### src/rtl/dmem_arbiter_if.sv
// Signal bundle between the uP16 MEM stage, the debug/DMA loader and the data RAM.
// The arbiter takes the slave view; the requesters and the RAM model take the master view.
interface dmem_arbiter_if #(
  parameter int DATA_W = 16,
  parameter int ADDR_W = 16
);
  logic              cpu_req;
  logic              cpu_we;
  logic [ADDR_W-1:0] cpu_addr;
  logic [DATA_W-1:0] cpu_wdata;
  logic              cpu_ack;
  logic [DATA_W-1:0] cpu_rdata;
  logic              cpu_stall;

  logic              dma_req;
  logic              dma_we;
  logic [ADDR_W-1:0] dma_addr;
  logic [DATA_W-1:0] dma_wdata;
  logic              dma_ack;
  logic [DATA_W-1:0] dma_rdata;

  logic              mem_en;
  logic              mem_we;
  logic [ADDR_W-1:0] mem_addr;
  logic [DATA_W-1:0] mem_wdata;
  logic [DATA_W-1:0] mem_rdata;

  modport slave (
    input  cpu_req, cpu_we, cpu_addr, cpu_wdata,
    output cpu_ack, cpu_rdata, cpu_stall,
    input  dma_req, dma_we, dma_addr, dma_wdata,
    output dma_ack, dma_rdata,
    output mem_en, mem_we, mem_addr, mem_wdata,
    input  mem_rdata
  );

  modport master (
    output cpu_req, cpu_we, cpu_addr, cpu_wdata,
    input  cpu_ack, cpu_rdata, cpu_stall,
    output dma_req, dma_we, dma_addr, dma_wdata,
    input  dma_ack, dma_rdata,
    input  mem_en, mem_we, mem_addr, mem_wdata,
    output mem_rdata
  );
endinterface

### src/rtl/dmem_arbiter.sv
// Data-memory arbiter for the uP16 core: CPU/DMA arbitration with DMA anti-starvation,
// IDLE/ISSUE/WAIT/DONE access sequencing. Optional perf counters under ARB_PERF_CNT_EN.
module dmem_arbiter #(
  parameter int DATA_W     = 16,
  parameter int ADDR_W     = 16,
  parameter int MEM_LAT    = 1,
  parameter int DMA_STARVE = 4
) (
  input  logic          clk,
  input  logic          rst,
  dmem_arbiter_if.slave bus,
  output logic [15:0]   cpu_stall_cnt,
  output logic [15:0]   dma_grant_cnt
);
  typedef enum logic [1:0] {IDLE = 2'd0, ISSUE = 2'd1, WAIT = 2'd2, DONE = 2'd3} state_t;
  typedef enum logic {OWN_CPU = 1'b0, OWN_DMA = 1'b1} owner_t;

  localparam int SW = $clog2(DMA_STARVE + 1);

  state_t            state_r, state_s;
  owner_t            owner_r, owner_s;
  logic [2:0]        wait_r, wait_s;
  logic [SW-1:0]     starve_r, starve_s;
  logic              capture_s;
  logic              sel_we_s;
  logic [ADDR_W-1:0] sel_addr_s;
  logic [DATA_W-1:0] sel_wdata_s;
  logic              cpu_stall_s;

  logic              mem_en_r, mem_we_r, cpu_ack_r, dma_ack_r;
  logic [ADDR_W-1:0] mem_addr_r;
  logic [DATA_W-1:0] mem_wdata_r, rdata_r;

  // State, owner, wait and starve registers
  always_ff @(posedge clk) begin
    if (rst) begin
      state_r  <= IDLE;
      owner_r  <= OWN_CPU;
      wait_r   <= 3'd0;
      starve_r <= '0;
    end else begin
      state_r  <= state_s;
      owner_r  <= owner_s;
      wait_r   <= wait_s;
      starve_r <= starve_s;
    end
  end

  // Next-state, arbitration and starve-counter logic
  always_comb begin
    state_s   = state_r;
    owner_s   = owner_r;
    wait_s    = wait_r;
    starve_s  = starve_r;
    capture_s = 1'b0;
    case (state_r)
      IDLE: begin
        // With both pending a CPU grant implies starve_r < DMA_STARVE, so +1 saturates by construction.
        if (bus.cpu_req && (!bus.dma_req || starve_r != SW'(DMA_STARVE))) begin
          owner_s = OWN_CPU;
          state_s = ISSUE;
          if (bus.dma_req) begin
            starve_s = starve_r + SW'(1);
          end else begin
            starve_s = '0;
          end
        end else if (bus.dma_req) begin
          owner_s  = OWN_DMA;
          state_s  = ISSUE;
          starve_s = '0;
        end else begin
          starve_s = '0;
        end
      end
      ISSUE: begin
        if ((owner_r == OWN_DMA) ? bus.dma_we : bus.cpu_we) begin
          state_s = DONE;
        end else begin
          wait_s  = 3'(MEM_LAT);
          state_s = WAIT;
        end
      end
      WAIT: begin
        wait_s = wait_r - 3'd1;
        if (wait_r == 3'd1) begin
          capture_s = 1'b1;
          state_s   = DONE;
        end else begin
          capture_s = 1'b0;
        end
      end
      DONE: begin
        state_s = IDLE;
      end
      default: begin
        state_s = IDLE;
      end
    endcase
  end

  // Memory-side source select for the access about to be issued
  always_comb begin
    if (owner_s == OWN_DMA) begin
      sel_we_s    = bus.dma_we;
      sel_addr_s  = bus.dma_addr;
      sel_wdata_s = bus.dma_wdata;
    end else begin
      sel_we_s    = bus.cpu_we;
      sel_addr_s  = bus.cpu_addr;
      sel_wdata_s = bus.cpu_wdata;
    end
  end

  // Registered outputs are computed from the next state so they line up with it
  always_ff @(posedge clk) begin
    if (rst) begin
      mem_en_r    <= 1'b0;
      mem_we_r    <= 1'b0;
      mem_addr_r  <= '0;
      mem_wdata_r <= '0;
      cpu_ack_r   <= 1'b0;
      dma_ack_r   <= 1'b0;
      rdata_r     <= '0;
    end else begin
      mem_en_r    <= (state_s == ISSUE);
      mem_we_r    <= (state_s == ISSUE) && sel_we_s;
      mem_addr_r  <= (state_s == ISSUE) ? sel_addr_s : '0;
      mem_wdata_r <= (state_s == ISSUE) ? sel_wdata_s : '0;
      cpu_ack_r   <= (state_s == DONE) && (owner_s == OWN_CPU);
      dma_ack_r   <= (state_s == DONE) && (owner_s == OWN_DMA);
      if (capture_s) begin
        rdata_r <= bus.mem_rdata;
      end else begin
        rdata_r <= rdata_r;
      end
    end
  end

  assign cpu_stall_s   = bus.cpu_req & ~cpu_ack_r;
  assign bus.cpu_stall = cpu_stall_s;
  assign bus.cpu_ack   = cpu_ack_r;
  assign bus.dma_ack   = dma_ack_r;
  assign bus.cpu_rdata = rdata_r;
  assign bus.dma_rdata = rdata_r;
  assign bus.mem_en    = mem_en_r;
  assign bus.mem_we    = mem_we_r;
  assign bus.mem_addr  = mem_addr_r;
  assign bus.mem_wdata = mem_wdata_r;

`ifdef ARB_PERF_CNT_EN
  logic        dma_grant_s;
  logic [15:0] stall_cnt_r, grant_cnt_r;

  assign dma_grant_s = (state_r == IDLE) && (state_s == ISSUE) && (owner_s == OWN_DMA);

  // Saturating performance counters
  always_ff @(posedge clk) begin
    if (rst) begin
      stall_cnt_r <= 16'h0000;
      grant_cnt_r <= 16'h0000;
    end else begin
      if (cpu_stall_s && stall_cnt_r != 16'hFFFF) begin
        stall_cnt_r <= stall_cnt_r + 16'h0001;
      end else begin
        stall_cnt_r <= stall_cnt_r;
      end
      if (dma_grant_s && grant_cnt_r != 16'hFFFF) begin
        grant_cnt_r <= grant_cnt_r + 16'h0001;
      end else begin
        grant_cnt_r <= grant_cnt_r;
      end
    end
  end

  assign cpu_stall_cnt = stall_cnt_r;
  assign dma_grant_cnt = grant_cnt_r;
`else
  assign cpu_stall_cnt = 16'h0000;
  assign dma_grant_cnt = 16'h0000;
`endif
endmodule

### src/flat_wrapper.sv
// flat-port wrapper written by rule: the top's interface ports become plain ports
module dmem_arbiter_flat 
#(
  parameter int DATA_W     = 16,
  parameter int ADDR_W     = 16,
  parameter int MEM_LAT    = 1,
  parameter int DMA_STARVE = 4
)
  (clk, rst, cpu_stall_cnt, dma_grant_cnt, bus_cpu_req, bus_cpu_we, bus_cpu_addr, bus_cpu_wdata, bus_cpu_ack, bus_cpu_rdata, bus_cpu_stall, bus_dma_req, bus_dma_we, bus_dma_addr, bus_dma_wdata, bus_dma_ack, bus_dma_rdata, bus_mem_en, bus_mem_we, bus_mem_addr, bus_mem_wdata, bus_mem_rdata);
  dmem_arbiter_if #(.DATA_W(DATA_W), .ADDR_W(ADDR_W)) bus_i ();
  input  logic clk;
  input  logic rst;
  output logic [15:0] cpu_stall_cnt;
  output logic [15:0] dma_grant_cnt;
  input wire logic [$bits(bus_i.cpu_req)-1:0] bus_cpu_req;
  input wire logic [$bits(bus_i.cpu_we)-1:0] bus_cpu_we;
  input wire logic [$bits(bus_i.cpu_addr)-1:0] bus_cpu_addr;
  input wire logic [$bits(bus_i.cpu_wdata)-1:0] bus_cpu_wdata;
  output wire logic [$bits(bus_i.cpu_ack)-1:0] bus_cpu_ack;
  output wire logic [$bits(bus_i.cpu_rdata)-1:0] bus_cpu_rdata;
  output wire logic [$bits(bus_i.cpu_stall)-1:0] bus_cpu_stall;
  input wire logic [$bits(bus_i.dma_req)-1:0] bus_dma_req;
  input wire logic [$bits(bus_i.dma_we)-1:0] bus_dma_we;
  input wire logic [$bits(bus_i.dma_addr)-1:0] bus_dma_addr;
  input wire logic [$bits(bus_i.dma_wdata)-1:0] bus_dma_wdata;
  output wire logic [$bits(bus_i.dma_ack)-1:0] bus_dma_ack;
  output wire logic [$bits(bus_i.dma_rdata)-1:0] bus_dma_rdata;
  output wire logic [$bits(bus_i.mem_en)-1:0] bus_mem_en;
  output wire logic [$bits(bus_i.mem_we)-1:0] bus_mem_we;
  output wire logic [$bits(bus_i.mem_addr)-1:0] bus_mem_addr;
  output wire logic [$bits(bus_i.mem_wdata)-1:0] bus_mem_wdata;
  input wire logic [$bits(bus_i.mem_rdata)-1:0] bus_mem_rdata;
  assign bus_i.cpu_req = bus_cpu_req;
  assign bus_i.cpu_we = bus_cpu_we;
  assign bus_i.cpu_addr = bus_cpu_addr;
  assign bus_i.cpu_wdata = bus_cpu_wdata;
  assign bus_cpu_ack = bus_i.cpu_ack;
  assign bus_cpu_rdata = bus_i.cpu_rdata;
  assign bus_cpu_stall = bus_i.cpu_stall;
  assign bus_i.dma_req = bus_dma_req;
  assign bus_i.dma_we = bus_dma_we;
  assign bus_i.dma_addr = bus_dma_addr;
  assign bus_i.dma_wdata = bus_dma_wdata;
  assign bus_dma_ack = bus_i.dma_ack;
  assign bus_dma_rdata = bus_i.dma_rdata;
  assign bus_mem_en = bus_i.mem_en;
  assign bus_mem_we = bus_i.mem_we;
  assign bus_mem_addr = bus_i.mem_addr;
  assign bus_mem_wdata = bus_i.mem_wdata;
  assign bus_i.mem_rdata = bus_mem_rdata;
  dmem_arbiter #(.DATA_W(DATA_W), .ADDR_W(ADDR_W), .MEM_LAT(MEM_LAT), .DMA_STARVE(DMA_STARVE)) u_core (.clk(clk), .rst(rst), .bus(bus_i), .cpu_stall_cnt(cpu_stall_cnt), .dma_grant_cnt(dma_grant_cnt));
endmodule
### config.mk
export PLATFORM = sky130hd
export DESIGN_NAME = dmem_arbiter_flat
export DESIGN_NICKNAME = d
export VERILOG_FILES = /design/src/rtl/dmem_arbiter_if.sv /design/src/rtl/dmem_arbiter.sv /design/src/flat_wrapper.sv
export SDC_FILE = /design/constraint.sdc
export NUM_CORES = 1
export LEC_CHECK = 0
export CORE_ASPECT_RATIO = 0.7
export CORE_UTILIZATION = 39
export CTS_CLUSTER_DIAMETER = 60
export CTS_CLUSTER_SIZE = 14
export DETAILED_ROUTE_END_ITERATION = 10
export HOLD_SLACK_MARGIN = 0.02
export MAX_ROUTING_LAYER = met4
export PLACE_DENSITY_LB_ADDON = 0.1
export RECOVER_POWER = 25
export SLEW_MARGIN = 10
export SYNTH_ARGS = -nofsm -noshare
export SYNTH_HDL_FRONTEND = slang
export SYNTH_SLANG_ARGS = --single-unit
### constraint.sdc
create_clock -name clk -period 2.3 [get_ports clk]
set_input_delay 0.575 -clock clk [delete_from_list [all_inputs] [get_ports clk]]
set_output_delay 0.575 -clock clk [all_outputs]
set_load 0.01 [all_outputs]
==> run metrics, run 1 <==
syn avg cell area=between 8 and 9 sq um; Area Growth Syn to Fin=51.60%; Die Y=between 70 and 80 um; Hold-fix buffers, CTS=0; Detail Route Antenna Nets=0; Post-Synth Adder-Cell Area=0.03020; top cell type's share of synthesized area=0.3684; Compound-Gate Fraction of Synth Area=0.2220; Clock Skew=between 8 and 9 ps; Max FO, Critical Path=2; async set or reset register ratio after synthesis=0; violated checks=design-rule violations; CTS root buf=clkbuf_16; Clock Latency Late Sink=between 300 and 400 ps; Worst EP arrival=between 1000 and 1500 ps; Pleak=1.828 nW; Vias per Instance=~5.3; Synth area leader=dfxtp_1; peak supply drop=about 0.53 mV; fin crit period=between 2000 and 2500 ps; Synth Instances=just under 400; RSZ-0062 raised after global routing=false; number of setup buffers added after CTS=0; setup TNS=0 ps; mapped cell area=around 3300 sq um; count of pins over their slew limit=0; maximum clock frequency=495.9 MHz; most common cell in the netlist=nand2_1; max-cap viol count=0; num ports=187; multiplexer area fraction after synthesis=0.006040; CTS tree=done; unique cell type count in the Yosys netlist=36; initial antenna violation count=0; Post-Synth Simple-Gate Area=0.1880; Clock Tree Buf Depth=2; Sequential Area=around 1200 sq um; met1 Resource Use GR=0.2792; GR peak layer=met2; Seq/Total Area, Yosys=0.3684; HP Class=flip-flop to flip-flop; Rel. slew slack=0.6015; DR pass1 iterations=9; PortBufs=~150; total number of vias=~3,300; H-tree Lvls=3; synth top area cells=dfxtp_1, buf_4, a311oi_1; startpoint types=input port; Multi-input gate area=approximately 1600 sq um; xor/xnor share of the synthesized area=0; Min Hold Slack=465.0 ps; first-pass GRT wire length=about 15,000 um; Hold Fails Final Rpt=0; fillcell total=about 670; die area=roughly 8900 sq um; Data required, critical path=about 1700 ps; met3 track demand over resource=0.06183; critical path class=input port to output port; largest net degree at the start of global routing=29; Slew @ Worst Pin=between 500 and 600 ps; number of synthesized flops with an enable pin=0; clk slew on worst S/H paths=~60 ps; Total GRT Usage=0.2274; Initial Util=0.4122; DR WL/cell=15.92 um; HPWL after DPL=roughly 7000 um; DRC viols=6; Final Setup Violations=0; gr ovfl total=0; ys flop type=dfxtp_1; # nets final=around 610; antenna diode count=0; wirelength, routed=approximately 10000 um; fin crit share=0.8767; CTS Sinks=between 60 and 70; PostCTS Resize Cnt=1; status=finished, violations left; grt met2 use=0.3621; largest family of logic cells by synthesized area=compound AO/OA/AOI/OAI gates; die width=approximately 110 um; fin util=0.6250; layout cells sized above 1=0.08190; gpl congestion=between 0.7 and 0.8; Setup crit end kind=output port; Starting DRT DRC Count=between 150 and 200; Num CTS Buffers=9; Power Dens Cells=1025 nW/um^2; Yosys warning total=0; Core ar.=roughly 8000 sq um; floorplan row count=27; vias in the first global route=between 3,000 and 4,000; top cells by count, synth=nand2_1, dfxtp_1, buf_4; synthesized flop and latch total=61
## cell usage in the layout, fill, tap and decap left out, types with 16 or more instances in the layout
master and n:
conb_1 32, nand2_1 70, buf_4 16, nand4_1 34
a311oi_1 32, dlygate4sd3_1 26, a21oi_1 20, dfxtp_1 61
clkdlybuf4s50_1 127, o211ai_1 33
## flip-flops by register name, summed over array words and instances (netlist names)
signal,count
u_core.bus.cpu_ack,1
u_core.bus.cpu_rdata,16
u_core.bus.dma_ack,1
u_core.bus.mem_addr,16
u_core.bus.mem_en,1
u_core.bus.mem_wdata,16
u_core.bus.mem_we,1
u_core.owner_r,1
u_core.starve_r,3
u_core.state_r,2
u_core.wait_r,3
## layout make-up
class | instances | share of cell area
well taps | 101 | 0.02515
clock inverters | 4 | 0.009462
flip-flops and latches | 61 | 0.2430
multi-input cells | 263 | 0.3182
repair buffers | 176 | 0.3484
clock buffers | 12 | 0.04905
inverters | 9 | 0.006723
## per-layer routing
layer  wire length (um)  share of wire
met3                627          0.063
met1               4324           0.43
met4                116          0.012
met5                  0              0
met2               4900           0.49
## power by group
part           total, W  switching (W)  internal [W]
combinational   0.00237        0.00129       0.00109
sequential      0.00145       0.000109       0.00134
clock           0.00132       0.000461      0.000864
total           0.00515        0.00186       0.00329
## logic make-up after synthesis
logic type | Yosys count
multiplexers | 2
buffers and inverters | 97
other | 1
AND/OR/NAND/NOR | 125
flip-flops | 61
AO/OA/AOI/OAI | 96
adder cells (fa/ha/maj) | 8
## path summary, 6_finish.rpt
check,startpoint,end,slack (ps),cells past startpoint
hold / removal,u_core.bus.cpu_rdata[4],u_core.bus.cpu_rdata[4],460,2
setup / recovery,bus_cpu_req,bus_cpu_stall,280,3
hold reg to reg,u_core.bus.cpu_rdata[4],u_core.bus.cpu_rdata[4],460,2
setup reg to reg,u_core.state_r[0],u_core.bus.mem_addr[3],470,7
## stage by stage
step                instances  total power [W]  worst slack, ps  area, sq um
finish                    626         0.005149            283.6         5025
CTS                       626         0.005252            275.2         5030
global route              626         0.005450            196.8         5025
detailed placement        610         0.003901            6.840         4737
global placement          610         0.003856            7.640         4737
floorplan                 421         0.002863            633.1         3431
## critical path: stages
cell	delay (ps)
clkdlybuf4s50_1	480
nor2b_1	120
dlygate4sd2_1	270
No activity file was read; power rests on OpenSTA's default activity.
==> inputs of run 2 (changes only) <==
--- a/config.mk
+++ b/config.mk
@@ -13,8 +13,9 @@
 export HOLD_SLACK_MARGIN = 0.02
 export MAX_ROUTING_LAYER = met4
 export PLACE_DENSITY_LB_ADDON = 0.1
-export RECOVER_POWER = 25
+export SKIP_LAST_GASP = 1
 export SLEW_MARGIN = 10
 export SYNTH_ARGS = -nofsm -noshare
 export SYNTH_HDL_FRONTEND = slang
 export SYNTH_SLANG_ARGS = --single-unit
+export TNS_END_PERCENT = 10
==> run 2 against run 1 <==
The flow still finishes with violations (design-rule violations). Sequential share of layout area about the same. First-iteration DRC count up 3.4%. Critical path depth did not move. Register-to-register slack barely moved. Non-clock buffer count is the same. Combinational power up 3%. Cell count unchanged.
==> run metrics, run 2 (synthesis gave the netlist of run 1 again) <==
largest net degree at the start of global routing=29; Comb power frac=0.467; peak supply drop=between 0.5 and 0.6 mV; leading cell type in the layout, fill and taps excluded=clkdlybuf4s50_1; HPWL after DPL=around 6900 um; Hold Fails Final Rpt=0; max-cap viol count=0; Slew @ Worst Pin=600.0 ps; fillcell total=roughly 670; Vias per Instance=roughly 5.4; Rel. slew slack=0.6000; RSZ-0062 raised after global routing=false; Die Y=79.13 um; vias in the first global route=3,186; floorplan row count=27; clk slew on worst S/H paths=roughly 50 ps; Core ar.=8040 sq um; Worst EP arrival=approximately 1400 ps; Initial Util=0.4122; Num CTS Buffers=9; first-pass GRT wire length=about 15,000 um; DRC viols=6; critical path class=input port to output port; number of setup buffers added after CTS=0; Switch Pwr=0.001860 W; Final Setup Violations=0; status=finished, violations left; cells on worst reg2reg path=7; Area Growth Syn to Fin=51.76%; layout cells sized above 1=0.08190; HP Class=flip-flop to flip-flop; sequential share of power=0.280; CTS root buf=clkbuf_16; Total GRT Usage=0.2274; fin crit period=2016 ps; fin crit share=0.8767; fin area=5030 sq um; Power Dens Cells=1036 nW/um^2; placed cell areas=between 4000 and 5000 sq um; startpoint of the worst hold path=u_core.bus.cpu_rdata[4]; DR WL/cell=15.78 um; Clock Tree Buf Depth=2; Clock Latency Late Sink=about 320 ps; Hold Path Stages=2; total number of vias=~3,400; switching share of total power=0.3570; most frequent cells in the layout=clkdlybuf4s50_1, nand2_1, dfxtp_1; Internal Power=0.003351 W; PortBufs=about 150; DR pass1 iterations=10; reg2reg setup slack=approximately 460 ps; Design Power=0.005211 W; r2r startpoint=u_core.state_r[0]; num ports=approximately 190; die width=112.2 um; Clock power frac=0.253; initial antenna violation count=0; H-tree Lvls=3; Clock Skew=between 8 and 9 ps; wirelength, routed=a little under 10,000 um; CTS Sinks=around 60; Crit-path slowest cell=clkdlybuf4s50_1; Max FO, Critical Path=2; Slowest Stage Delay on Critical Path=about 480 ps; CP Launch Point=bus_cpu_req; antenna diode count=0; CTS tree=done; count of pins over their slew limit=0; critical path, cell by cell=clkdlybuf4s50_1 -> nor2b_1 -> dlygate4sd2_1; gr ovfl total=0; setup TNS=0 ps; Pleak=about 1.8 nW; Data required, critical path=between 1500 and 2000 ps; violated checks=design-rule violations; startpoint types=input port; Starting DRT DRC Count=around 180; die area=about 8900 sq um; gpl congestion=a little under 0.8; maximum clock frequency=495.9 MHz; # nets final=slightly above 600; worst reg2reg endpoint=u_core.bus.mem_addr[3]; Hold EP=u_core.bus.cpu_rdata[4]; Detail Route Antenna Nets=0; Setup crit end kind=output port
-- run 2: changes by cell type in the layout (fill, tap and decap cells not counted) --
cell	previous run	this run
buf_4	16	18
clkbuf_2	2	0
clkdlybuf4s50_1	127	153
dlygate4sd3_1	26	0
-- run 2: per-layer routing --
layer	share of wire	wire (um)	global-route usage
met1	0.43	4284	0.2792
met2	0.49	4804	0.3621
met3	0.067	665	0.06183
met4	0.013	126	0.08000
met5	0	0	-
-- run 2: worst max-delay path: cells and delay by family --
family | cells | cell delay (ps)
AND/OR/NAND/NOR | 1 | 120
buffers and inverters | 2 | 750
-- run 2: final cells by class --
| type | count | area (sq um) | area share |
|---|---|---|---|
| Sequential cell | 61 | 1221 | 0.2428 |
| Inverter | 9 | 33.78 | 0.006716 |
| Timing Repair Buffer | 176 | 1755 | 0.3490 |
| Multi-Input combinational cell | 263 | 1599 | 0.3179 |
| Clock inverter | 4 | 47.55 | 0.009453 |
| Clock buffer | 12 | 246.5 | 0.04900 |
| Tap cell | 101 | 126.4 | 0.02512 |
-- run 2: how the worst max path moves through the flow --
stage                               to  slack [ps]  cells past startpoint
2_1_floorplan  u_core.bus.mem_addr[10]         630                      6
3_3_place_gp             bus_cpu_stall           8                      3
3_5_place_dp             bus_cpu_stall           7                      3
4_1_cts                  bus_cpu_stall         280                      3
5_1_grt                  bus_cpu_stall         220                      3
6_report                 bus_cpu_stall         280                      3
-- run 2: per-stage QoR --
stage	setup slack, ps	cells	hold WS, ps	util
floorplan	633.1	421	457.8	-
global route	224.2	626	497.6	0.6256
finish	283.6	626	464.8	0.6256
global placement	7.640	610	453.2	0.5892
CTS	275.2	626	470.7	0.6256
detailed placement	6.840	610	463.1	0.5892
-- run 2: power by group through the flow --
stage,Sequential (W),Combinational [W],Clock (W)
floorplan,0.00158,0.00128,0
global placement,0.00148,0.00238,0
detailed placement,0.00148,0.00243,0
CTS,0.00146,0.00243,0.00136
global route,0.00149,0.00262,0.00140
finish,0.00146,0.00243,0.00132
-- run 2: what timing repair did --
action                                  4_1_cts  5_1_grt
gates resized for setup                       1        0
hold buffers                                  0        0
endpoints found under the setup margin        1        0
==> inputs of run 3 (changes only) <==
--- a/config.mk
+++ b/config.mk
@@ -7,7 +7,7 @@
 export LEC_CHECK = 0
 export CORE_ASPECT_RATIO = 0.7
 export CORE_UTILIZATION = 39
-export CTS_CLUSTER_DIAMETER = 60
+export CTS_CLUSTER_DIAMETER = 80
 export CTS_CLUSTER_SIZE = 14
 export DETAILED_ROUTE_END_ITERATION = 10
 export HOLD_SLACK_MARGIN = 0.02
==> results of run 3 <==
No change in the layout: final DEF, timing and power equal those of run 2.
